## src/rtl/apb_master.sv

```systemverilog
// APB requester: turns a valid/ready command into one SETUP/ACCESS transfer
// and returns a single-cycle response pulse, with an optional ACCESS timeout.
module apb_master #(
    parameter int ADDR_WIDTH = 12,
    parameter int DATA_WIDTH = 32,
    parameter int TIMEOUT    = 16
) (
    input  logic                    pclk,
    input  logic                    rstn,
    input  logic                    cmd_valid,
    output logic                    cmd_ready,
    input  logic                    cmd_write,
    input  logic [ADDR_WIDTH-1:0]   cmd_addr,
    input  logic [DATA_WIDTH-1:0]   cmd_wdata,
    input  logic [DATA_WIDTH/8-1:0] cmd_strb,
    output logic                    rsp_valid,
    output logic [DATA_WIDTH-1:0]   rsp_rdata,
    output logic                    rsp_err,
    output logic                    rsp_timeout,
    output logic                    psel,
    output logic                    penable,
    output logic                    pwrite,
    output logic [ADDR_WIDTH-1:0]   paddr,
    output logic [DATA_WIDTH-1:0]   pwdata,
    output logic [DATA_WIDTH/8-1:0] pstrb,
    input  logic [DATA_WIDTH-1:0]   prdata,
    input  logic                    pready,
    input  logic                    pslverr
);

    localparam int CNT_W = (TIMEOUT > 0) ? $clog2(TIMEOUT + 1) : 1;
    localparam logic [CNT_W-1:0] TO_VAL = CNT_W'(TIMEOUT);

    typedef enum logic [1:0] {
        IDLE   = 2'd0,
        SETUP  = 2'd1,
        ACCESS = 2'd2
    } state_t;

    state_t           r_state;
    logic [CNT_W-1:0] r_cnt;
    logic [CNT_W-1:0] w_cnt_next;
    logic             w_timeout;

    // Abort on the ACCESS cycle that would make the stall count reach TIMEOUT.
    assign w_cnt_next = r_cnt + CNT_W'(1);
    assign w_timeout  = (TIMEOUT > 0) && (w_cnt_next == TO_VAL);

    always_ff @(posedge pclk or negedge rstn) begin
        if (!rstn) begin
            r_state     <= IDLE;
            r_cnt       <= '0;
            cmd_ready   <= 1'b1;
            psel        <= 1'b0;
            penable     <= 1'b0;
            pwrite      <= 1'b0;
            paddr       <= '0;
            pwdata      <= '0;
            pstrb       <= '0;
            rsp_valid   <= 1'b0;
            rsp_err     <= 1'b0;
            rsp_timeout <= 1'b0;
            rsp_rdata   <= '0;
        end else begin
            rsp_valid   <= 1'b0;
            rsp_err     <= 1'b0;
            rsp_timeout <= 1'b0;
            rsp_rdata   <= '0;
            case (r_state)
                IDLE: begin
                    if (cmd_valid) begin
                        r_state   <= SETUP;
                        r_cnt     <= '0;
                        cmd_ready <= 1'b0;
                        psel      <= 1'b1;
                        penable   <= 1'b0;
                        pwrite    <= cmd_write;
                        paddr     <= cmd_addr;
                        pwdata    <= cmd_write ? cmd_wdata : '0;
                        pstrb     <= cmd_write ? cmd_strb  : '0;
                    end
                end
                SETUP: begin
                    r_state <= ACCESS;
                    penable <= 1'b1;
                end
                ACCESS: begin
                    if (pready) begin
                        r_state   <= IDLE;
                        psel      <= 1'b0;
                        penable   <= 1'b0;
                        cmd_ready <= 1'b1;
                        rsp_valid <= 1'b1;
                        rsp_err   <= pslverr;
                        rsp_rdata <= pwrite ? '0 : prdata;
                    end else if (w_timeout) begin
                        r_state     <= IDLE;
                        psel        <= 1'b0;
                        penable     <= 1'b0;
                        cmd_ready   <= 1'b1;
                        rsp_valid   <= 1'b1;
                        rsp_err     <= 1'b1;
                        rsp_timeout <= 1'b1;
                    end else begin
                        r_cnt <= w_cnt_next;
                    end
                end
                default: begin
                    r_state   <= IDLE;
                    psel      <= 1'b0;
                    penable   <= 1'b0;
                    cmd_ready <= 1'b1;
                end
            endcase
        end
    end

endmodule

```

## config.mk

```make
export PLATFORM = sky130hd
export DESIGN_NAME = apb_master
export DESIGN_NICKNAME = d
export VERILOG_FILES = /design/src/rtl/apb_master.sv
export SDC_FILE = /design/constraint.sdc
export NUM_CORES = 1
export LEC_CHECK = 0
export CORE_MARGIN = 5
export CORE_UTILIZATION = 35
export CTS_CLUSTER_SIZE = 40
export DETAILED_ROUTE_END_ITERATION = 10
export GPL_TIMING_DRIVEN = 1
export HOLD_SLACK_MARGIN = 0.02
export PLACE_DENSITY = 0.68
export SYNTH_ARGS = -nofsm -noshare
export SYNTH_HDL_FRONTEND = slang
export SYNTH_SLANG_ARGS = --single-unit
```

## constraint.sdc

```tcl
create_clock -name pclk -period 2.08 [get_ports pclk]
set_input_delay 0.208 -clock pclk [delete_from_list [all_inputs] [get_ports pclk]]
set_output_delay 0.208 -clock pclk [all_outputs]
set_load 0.05 [all_outputs]
```

==> flow_summary.json, run 1 <==
{
  "synth_area_per_cell_sq_um": 10.4,
  "max_cap_viol_count": 0,
  "drive_gt1_share_pct": 6.07,
  "dpl.hpwl_um": 6950,
  "drc": 0,
  "synth_xor_xnor_area_share_pct": 0.757,
  "status": "finished clean",
  "cts_tree": "yes",
  "final_cell_mix": "171 x clkdlybuf4s50_1, 114 x nand2_1, 92 x dfrtp_1, 39 x nand3_1, 32 x and2_1",
  "clk_pin_slew_ps": 90,
  "drtPass1Iterations": 4,
  "synth.cell_area_sq_um": 3470,
  "synth_edf_count": 0,
  "period_share_pct": 93.0,
  "io_buffer_count": 172,
  "fin_cells": 644,
  "synthToLayoutAreaGrowth_pct": 60.7,
  "fmax_mhz": 517,
  "viasPerCell": 4.52,
  "cpPeakStageDelay_ps": 810,
  "start_kind": "register",
  "overflow": 0,
  "syn_nets": 421,
  "skew_ps": 5.34,
  "worstSetupPathType": "reg2out",
  "num_io_pins": 173,
  "path_cells": "clkdlybuf4s50_1",
  "layout_commonest_cell": "clkdlybuf4s50_1",
  "clk_latency_ps": 350,
  "rows": 36,
  "dominantRegCellSynth": "dfrtp_1",
  "synth_fa_ha_area_share_pct": 0.721,
  "yosys.area_share.simple_pct": 26.0,
  "synthMuxAreaShare_pct": 0.288,
  "powerDensity_nw_per_um2": 1410,
  "ant_nets": 0,
  "die_h_um": 110,
  "cp_max_fo": 3,
  "synth-compound-area-share_pct": 2.45,
  "slew_violations": 0,
  "crit_buf_inv": 1,
  "cts_resized": 0,
  "cts_buffers": 9,
  "place_congestion": 0.791,
  "worstPathArrival_ps": 1730,
  "crit_slowest_cell": "clkdlybuf4s50_1",
  "tns_ps": 0,
  "dpl.cell_count": 627,
  "end_kind": "output port",
  "worst_pin_slew_ps": 564,
  "ir_drop_v": 0.000641,
  "rsz0062_at_grt": "false",
  "cts_buffer_depth": 2,
  "wire_per_inst_um": 14.4,
  "n_antenna_cell": 0,
  "clockRootBuffer": "clkbuf_8",
  "routed_wl_um": 9290,
  "fin_crit_ps": 1930,
  "num-fill-cells": 861,
  "hp-class": "in2reg",
  "grt_pass1_wl_um": 15100,
  "path_delay_family": "buffers and inverters",
  "fin_nets": 594,
  "num_vias": 2908,
  "p_leak_nw": 2.65,
  "grt_max_degree": 44,
  "clkSinkCount": 93,
  "setup_viol": 0,
  "synth-async-reset-ratio_pct": 100,
  "synth_top_family_by_area": "simple AND/OR/NAND/NOR gates",
  "core_sq_um": 9730,
  "crit_required_ps": 1870,
  "slew-limit-headroom_pct": 62.4,
  "grt_usage_pct": 16.2,
  "hold_violations": 0,
  "htree_num_levels": 3,
  "seq_area_frac_synth_pct": 67.1,
  "ys_seq_elements": 93,
  "antenna_found_initial": 0,
  "grt_pass1_vias": 3058,
  "initial_core_util_pct": 35.7,
  "yosys_warnings": 0,
  "drt_iter0_drc": 129,
  "dieArea_sq_um": 12000,
  "dieWidth_um": 110,
  "syn-instance-count": 333,
  "ys_types": 29
}
==> area by class of cell <==
class	count	area, sq um	share of cell area [%]
Sequential cell	93	2330	41.7
Timing Repair Buffer	181	1810	32.5
Multi-Input combinational cell	217	1050	18.9
Tap cell	133	166	2.98
Clock buffer	10	138	2.47
Clock inverter	6	62.6	1.12
Inverter	4	15.0	0.269
==> registers in the layout, indices dropped and copies added (netlist names), 4 cells and up <==
name,flops
pwdata,32
r_cnt,5
rsp_rdata,32
paddr,12
pstrb,4
==> worst paths after layout <==
path                                         from                      to  slack (ps)  cells past startpoint
setup / recovery            cmd_ready$_DFFE_PN1P_               cmd_ready         150                      1
hold / removal                        cmd_addr[7]    paddr[7]$_DFFE_PN0P_         390                      3
setup reg to reg             r_cnt[0]$_DFFE_PN0P_    r_cnt[2]$_DFFE_PN0P_         300                      6
hold reg to reg            pwdata[12]$_DFFE_PN0P_  pwdata[12]$_DFFE_PN0P_         470                      2
max in group asynchronous                    rstn  pwdata[14]$_DFFE_PN0P_        1020                      3
min in group asynchronous                    rstn    paddr[5]$_DFFE_PN0P_         400                      2
==> synth_stat cells, types with 2 or more instances <==
cell type / instances / share of area, %
xor2_1: 2 / 0.50
o2bb2ai_1: 3 / 0.76
clkbuf_1: 13 / 1.4
dfrtp_1: 92 / 66
nor3b_1: 2 / 0.43
a21oi_1: 3 / 0.43
and2_1: 32 / 5.8
nand2_1: 114 / 12
inv_1: 3 / 0.32
nand3_1: 39 / 5.6
nor2_1: 5 / 0.54
buf_2: 5 / 0.72
ha_1: 2 / 0.72
o21ai_0: 2 / 0.29
a21o_1: 2 / 0.43
==> cell families (layout without fill, tap and decap cells) <==
logic type / after synthesis / count (layout)
fa+ha+maj: 2 / 2
flops: 93 / 93
compound gates: 12 / 12
buf+inv: 23 / 201
simple gates: 199 / 199
mux: 1 / 1
xor+xnor: 3 / 3
==> layer usage <==
layer	global-route usage, %	share of wire, %
met1	18.9	39
met2	27.4	50
met3	6.05	9.1
met4	5.79	1.8
met5	0	0
==> stage by stage <==
step / hold WS (ps) / power, mW / util (%) / cell area [sq um] / setup WS (ps)
floorplan: -87.6 / 5.17 / - / 3470 / 317
global placement: 239 / 6.68 / 55.2 / 5370 / 407
detailed placement: 240 / 6.73 / 55.2 / 5370 / 343
CTS: 371 / 7.97 / 57.3 / 5580 / 121
global route: 373 / 8.30 / 57.3 / 5580 / 98.3
finish: 391 / 7.86 / 57.3 / 5580 / 146
==> where the power goes <==
part | internal, mW | total, mW | switching (mW)
clock network | 0.584 | 1.20 | 0.620
registers | 2.35 | 2.66 | 0.310
logic | 1.30 | 3.99 | 2.69
==> repair_timing <==
item	CTS	global route
setup buffers	0	0
endpoints found under the setup margin	0	0
hold endpoints to repair	40	0
hold buffers	1	0
No activity file was read; power rests on OpenSTA's default activity.
==> run 2, diff against run 1 <==
- clock period: 2.08 -> 2.33 ns (I/O delays scaled with it)
==> run 2 against run 1 <==
Clock power shrank 22%; die area is the same; final area decreased by 0.94%; global-route usage decreased by 0.55 points; sequential power decreased by 11%; utilization shrank 0.54 points; wire length decreased by 1.8%; count of clock-buffer cells in the layout grew 2; sequential cell count unchanged; register-to-register slack improved by 260 ps; non-clock buffer count is 3 lower; total power shrank 13%.
==> flow_summary.json, run 2 (same netlist as run 1, synthesis figures left out) <==
{
  "place_congestion": 0.769,
  "dieWidth_um": 110,
  "fmax_mhz": 516,
  "antenna_found_initial": 0,
  "worstSetupPathType": "reg2out",
  "layout_commonest_cell": "clkdlybuf4s50_1",
  "cpPeakStageDelay_ps": 810,
  "n_antenna_cell": 0,
  "clkSinkCount": 93,
  "num-fill-cells": 858,
  "cts_tree": "yes",
  "dpl.hpwl_um": 6750,
  "drt_iter0_drc": 94,
  "cts_setup_buffers": 0,
  "fin_ws_ps": 392,
  "cts_buffer_depth": 2,
  "status": "finished clean",
  "die_h_um": 110,
  "io_buffer_count": 172,
  "start_kind": "register",
  "grt_max_degree": 51,
  "skew_ps": 9.82,
  "grt_pass1_vias": 2987,
  "worst_pin_slew_ps": 606,
  "p_leak_nw": 2.62,
  "clockRootBuffer": "clkbuf_8",
  "overflow": 0,
  "final_area_sq_um": 5530,
  "cts_buffers": 9,
  "worstPathArrival_ps": 1710,
  "grt_usage_pct": 15.7,
  "drc": 0,
  "slew-limit-headroom_pct": 59.6,
  "hp-class": "in2reg",
  "clk_latency_ps": 350,
  "ff_latch_area_sq_um": 2330,
  "period_share_pct": 83.2,
  "multi_input_area_sq_um": 1050,
  "slew_violations": 0,
  "crit_required_ps": 2100,
  "top_regs": "pwdata (32), rsp_rdata (32), paddr (12)",
  "crit_buf_inv": 1,
  "dieArea_sq_um": 12000,
  "clk_pin_slew_ps": 90,
  "rsz0062_at_grt": "false",
  "drive_gt1_share_pct": 5.12,
  "drtPass1Iterations": 5,
  "cp_max_fo": 3,
  "path_delay_family": "buffers and inverters",
  "ir_drop_v": 0.000556,
  "final_cell_mix": "171 x clkdlybuf4s50_1, 114 x nand2_1, 92 x dfrtp_1, 39 x nand3_1, 32 x and2_1",
  "powerDensity_nw_per_um2": 1240,
  "path_cells": "clkdlybuf4s50_1",
  "end_kind": "output port",
  "viasPerCell": 4.45,
  "core_sq_um": 9730,
  "fin_crit_ps": 1940,
  "grt_pass1_wl_um": 14500,
  "num_vias": 2851,
  "pre_cts_ws_ps": 458,
  "tns_ps": 0,
  "num_io_pins": 173,
  "routed_wl_um": 9120,
  "placed_area_sq_um": 5350,
  "initial_core_util_pct": 35.7,
  "htree_num_levels": 3,
  "synthToLayoutAreaGrowth_pct": 59.2,
  "rows": 36,
  "ant_nets": 0,
  "wire_per_inst_um": 14.2,
  "setup_viol": 0,
  "fin_nets": 591,
  "crit_slowest_cell": "clkdlybuf4s50_1",
  "hold_violations": 0,
  "max_cap_viol_count": 0
}
[run 2: layer usage]
layer,global-route usage (%),vias to the layer above,part of all wire [%]
met5,0,-,0
met3,5.40,17,8.8
met1,17.9,1331,38
li1,-,1393,-
met2,26.8,110,51
met4,6.50,0,2.3
[run 2: worst paths after layout]
path / startpoint / end / slack, ps / cells past startpoint
max: cmd_ready$_DFFE_PN1P_ / cmd_ready / 390 / 1
min: cmd_addr[8] / paddr[8]$_DFFE_PN0P_ / 420 / 3
max reg2reg: r_cnt[0]$_DFFE_PN0P_ / r_cnt[2]$_DFFE_PN0P_ / 560 / 6
min reg2reg: pwdata[31]$_DFFE_PN0P_ / pwdata[31]$_DFFE_PN0P_ / 470 / 2
max in group asynchronous: rstn / rsp_rdata[11]$_DFF_PN0_ / 1240 / 3
min in group asynchronous: rstn / paddr[5]$_DFFE_PN0P_ / 430 / 2
[run 2: cell type report]
class / count / share of cell area, %
flip-flops and latches: 93 / 42.1
repair buffers: 178 / 32.4
multi-input cells: 217 / 19.1
well taps: 133 / 3.01
clock buffers: 12 / 2.63
clock inverters: 4 / 0.453
inverters: 4 / 0.272
[run 2: through the flow]
step / utilization [%] / instances / hold slack, ps / power [mW]
detailed placement: 55.0 / 624 / 285 / 5.99
global placement: 55.0 / 624 / 286 / 5.94
CTS: 56.8 / 641 / 394 / 6.96
finish: 56.8 / 641 / 417 / 6.85
floorplan: - / 333 / -62.6 / 4.61
global route: 56.8 / 641 / 408 / 7.24
[run 2: repair_timing]
| action | 4_1_cts | 5_1_grt |
|---|---|---|
| hold endpoints to repair | 45 | 0 |
| gates resized for setup | 0 | 0 |
| hold buffers | 1 | 0 |
[run 2: report_power, final]
| part | internal (mW) | switching, mW | leakage, nW |
|---|---|---|---|
| Clock | 0.415 | 0.522 | 0.0824 |
| Sequential | 2.10 | 0.272 | 1.23 |
| Combinational | 1.15 | 2.40 | 1.31 |
==> run 3, diff against run 2 <==
- clock period: 2.33 -> 1.95 ns (I/O delays scaled with it)
==> run 3 against run 2 <==
Sequential cell count unchanged; utilization rose by 0.17 points; clock skew shrank 3.2 ps; critical path depth unchanged; sequential share of layout area fell by 0.12 points; final area is 0.29% higher; die area is the same; highest routed layer unchanged; largest cell class unchanged.
==> flow_summary.json, run 3 (same netlist as run 1, synthesis figures left out) <==
{
  "status": "finished clean",
  "cts_buffers": 9,
  "top_regs": "pwdata (32), rsp_rdata (32), paddr (12)",
  "core_sq_um": 9730,
  "clockRootBuffer": "clkbuf_8",
  "path_delay_family": "buffers and inverters",
  "path_cells": "clkdlybuf4s50_1",
  "placed_area_sq_um": 5360,
  "num-fill-cells": 885,
  "htree_num_levels": 3,
  "grt_pass1_wl_um": 14800,
  "num_io_pins": 173,
  "place_congestion": 0.785,
  "fin_ws_ps": 110,
  "crit_required_ps": 1750,
  "drtPass1Iterations": 4,
  "grt_max_degree": 61,
  "dpl.hpwl_um": 6840,
  "hold_violations": 0,
  "slew_violations": 0,
  "antenna_found_initial": 0,
  "fmax_mhz": 544,
  "crit_buf_inv": 1,
  "cp-startpoint": "penable$_DFFE_PN0P_",
  "viasPerCell": 4.51,
  "rows": 36,
  "num_vias": 2897,
  "cp_max_fo": 6,
  "cpPeakStageDelay_ps": 850,
  "p_leak_nw": 2.65,
  "clkSinkCount": 93,
  "rr_startpoint": "r_cnt[0]$_DFFE_PN0P_",
  "r2r_end": "r_cnt[3]$_DFFE_PN0P_",
  "worst_pin_slew_ps": 547,
  "max_cap_viol_count": 0,
  "wire_per_inst_um": 14.2,
  "routed_wl_um": 9110,
  "start_kind": "register",
  "ir_drop_v": 0.000705,
  "io_buffer_count": 172,
  "grt_usage_pct": 15.8,
  "dieWidth_um": 110,
  "initial_core_util_pct": 35.7,
  "die_h_um": 110,
  "powerDensity_nw_per_um2": 1480,
  "tns_ps": 0,
  "cts_buffer_depth": 2,
  "cts_tree": "yes",
  "layout_commonest_cell": "clkdlybuf4s50_1",
  "crit_path_end": "penable",
  "drive_gt1_share_pct": 5.49,
  "reg2reg_depth": 6,
  "hp-class": "in2async",
  "fin_nets": 593,
  "fin_crit_ps": 1840,
  "final_cell_mix": "170 x clkdlybuf4s50_1, 114 x nand2_1, 92 x dfrtp_1, 39 x nand3_1, 32 x and2_1",
  "slew-limit-headroom_pct": 63.4,
  "skew_ps": 6.62,
  "crit_slowest_cell": "clkdlybuf4s50_1",
  "clk_latency_ps": 350,
  "worstSetupPathType": "reg2out",
  "final_area_sq_um": 5540,
  "overflow": 0,
  "worst-path-stages": 1,
  "drc": 0,
  "worstPathArrival_ps": 1640,
  "reg2reg_setup_slack_ps": 160,
  "dieArea_sq_um": 12000,
  "n_antenna_cell": 0,
  "period_share_pct": 94.4,
  "cts_setup_buffers": 0,
  "clk_pin_slew_ps": 80,
  "grt_pass1_vias": 3020,
  "ant_nets": 0,
  "setup_viol": 0,
  "end_kind": "output port",
  "rsz0062_at_grt": "false",
  "drt_iter0_drc": 86,
  "pre_cts_ws_ps": 195,
  "synthToLayoutAreaGrowth_pct": 59.7
}
run 3: cell types whose count changed in the layout (fill, tap and decap cells not counted):
cell and change:
buf_4 +2, clkdlybuf4s50_1 -1, clkinv_2 +1, clkinv_4 +1
clkinvlp_4 -2, dlymetal6s2s_1 +1
run 3: layout make-up:
type                    count  area (sq um)  share of cell area [%]
clock buffers              12           145                    2.62
clock inverters             4          23.8                   0.429
multi-input cells         217          1050                    19.0
repair buffers            180          1810                    32.6
inverters                   4          15.0                   0.271
flip-flops and latches     93          2330                    42.0
well taps                 133           166                    3.00
run 3: power by group:
part	switching, mW	total [mW]	internal (mW)
registers	0.320	2.83	2.51
clock network	0.635	1.13	0.496
logic	2.87	4.26	1.39
run 3: worst min path at each step:
stage                            end  slack (ps)
6_report        paddr[8]$_DFFE_PN0P_         330
5_1_grt        paddr[11]$_DFFE_PN0P_         360
4_1_cts         paddr[8]$_DFFE_PN0P_         330
3_5_place_dp    paddr[5]$_DFFE_PN0P_         170
3_3_place_gp    paddr[2]$_DFFE_PN0P_         170
2_1_floorplan   paddr[0]$_DFFE_PN0P_        -100
run 3: layer usage:
layer	track usage (%)	wire length [um]	vias up
li1	-	-	1398
met1	18.5	3570	1375
met2	26.5	4520	107
met3	6.40	850	17
met4	5.34	165	0
met5	0	0	-
run 3: stage by stage:
stage	util [%]	power (mW)	hold WS, ps	std cells
2_1_floorplan	-	5.51	-101	333
3_3_place_gp	55.1	7.12	171	626
3_5_place_dp	55.1	7.18	172	626
4_1_cts	56.9	8.33	333	643
5_1_grt	57.0	8.66	361	643
6_report	57.0	8.22	333	643
run 3: timing repair:
action                                  CTS  global route
endpoints found under the setup margin    0             1
hold buffers                              1             0
gates resized for setup                   0             1
hold endpoints to repair                 33             0
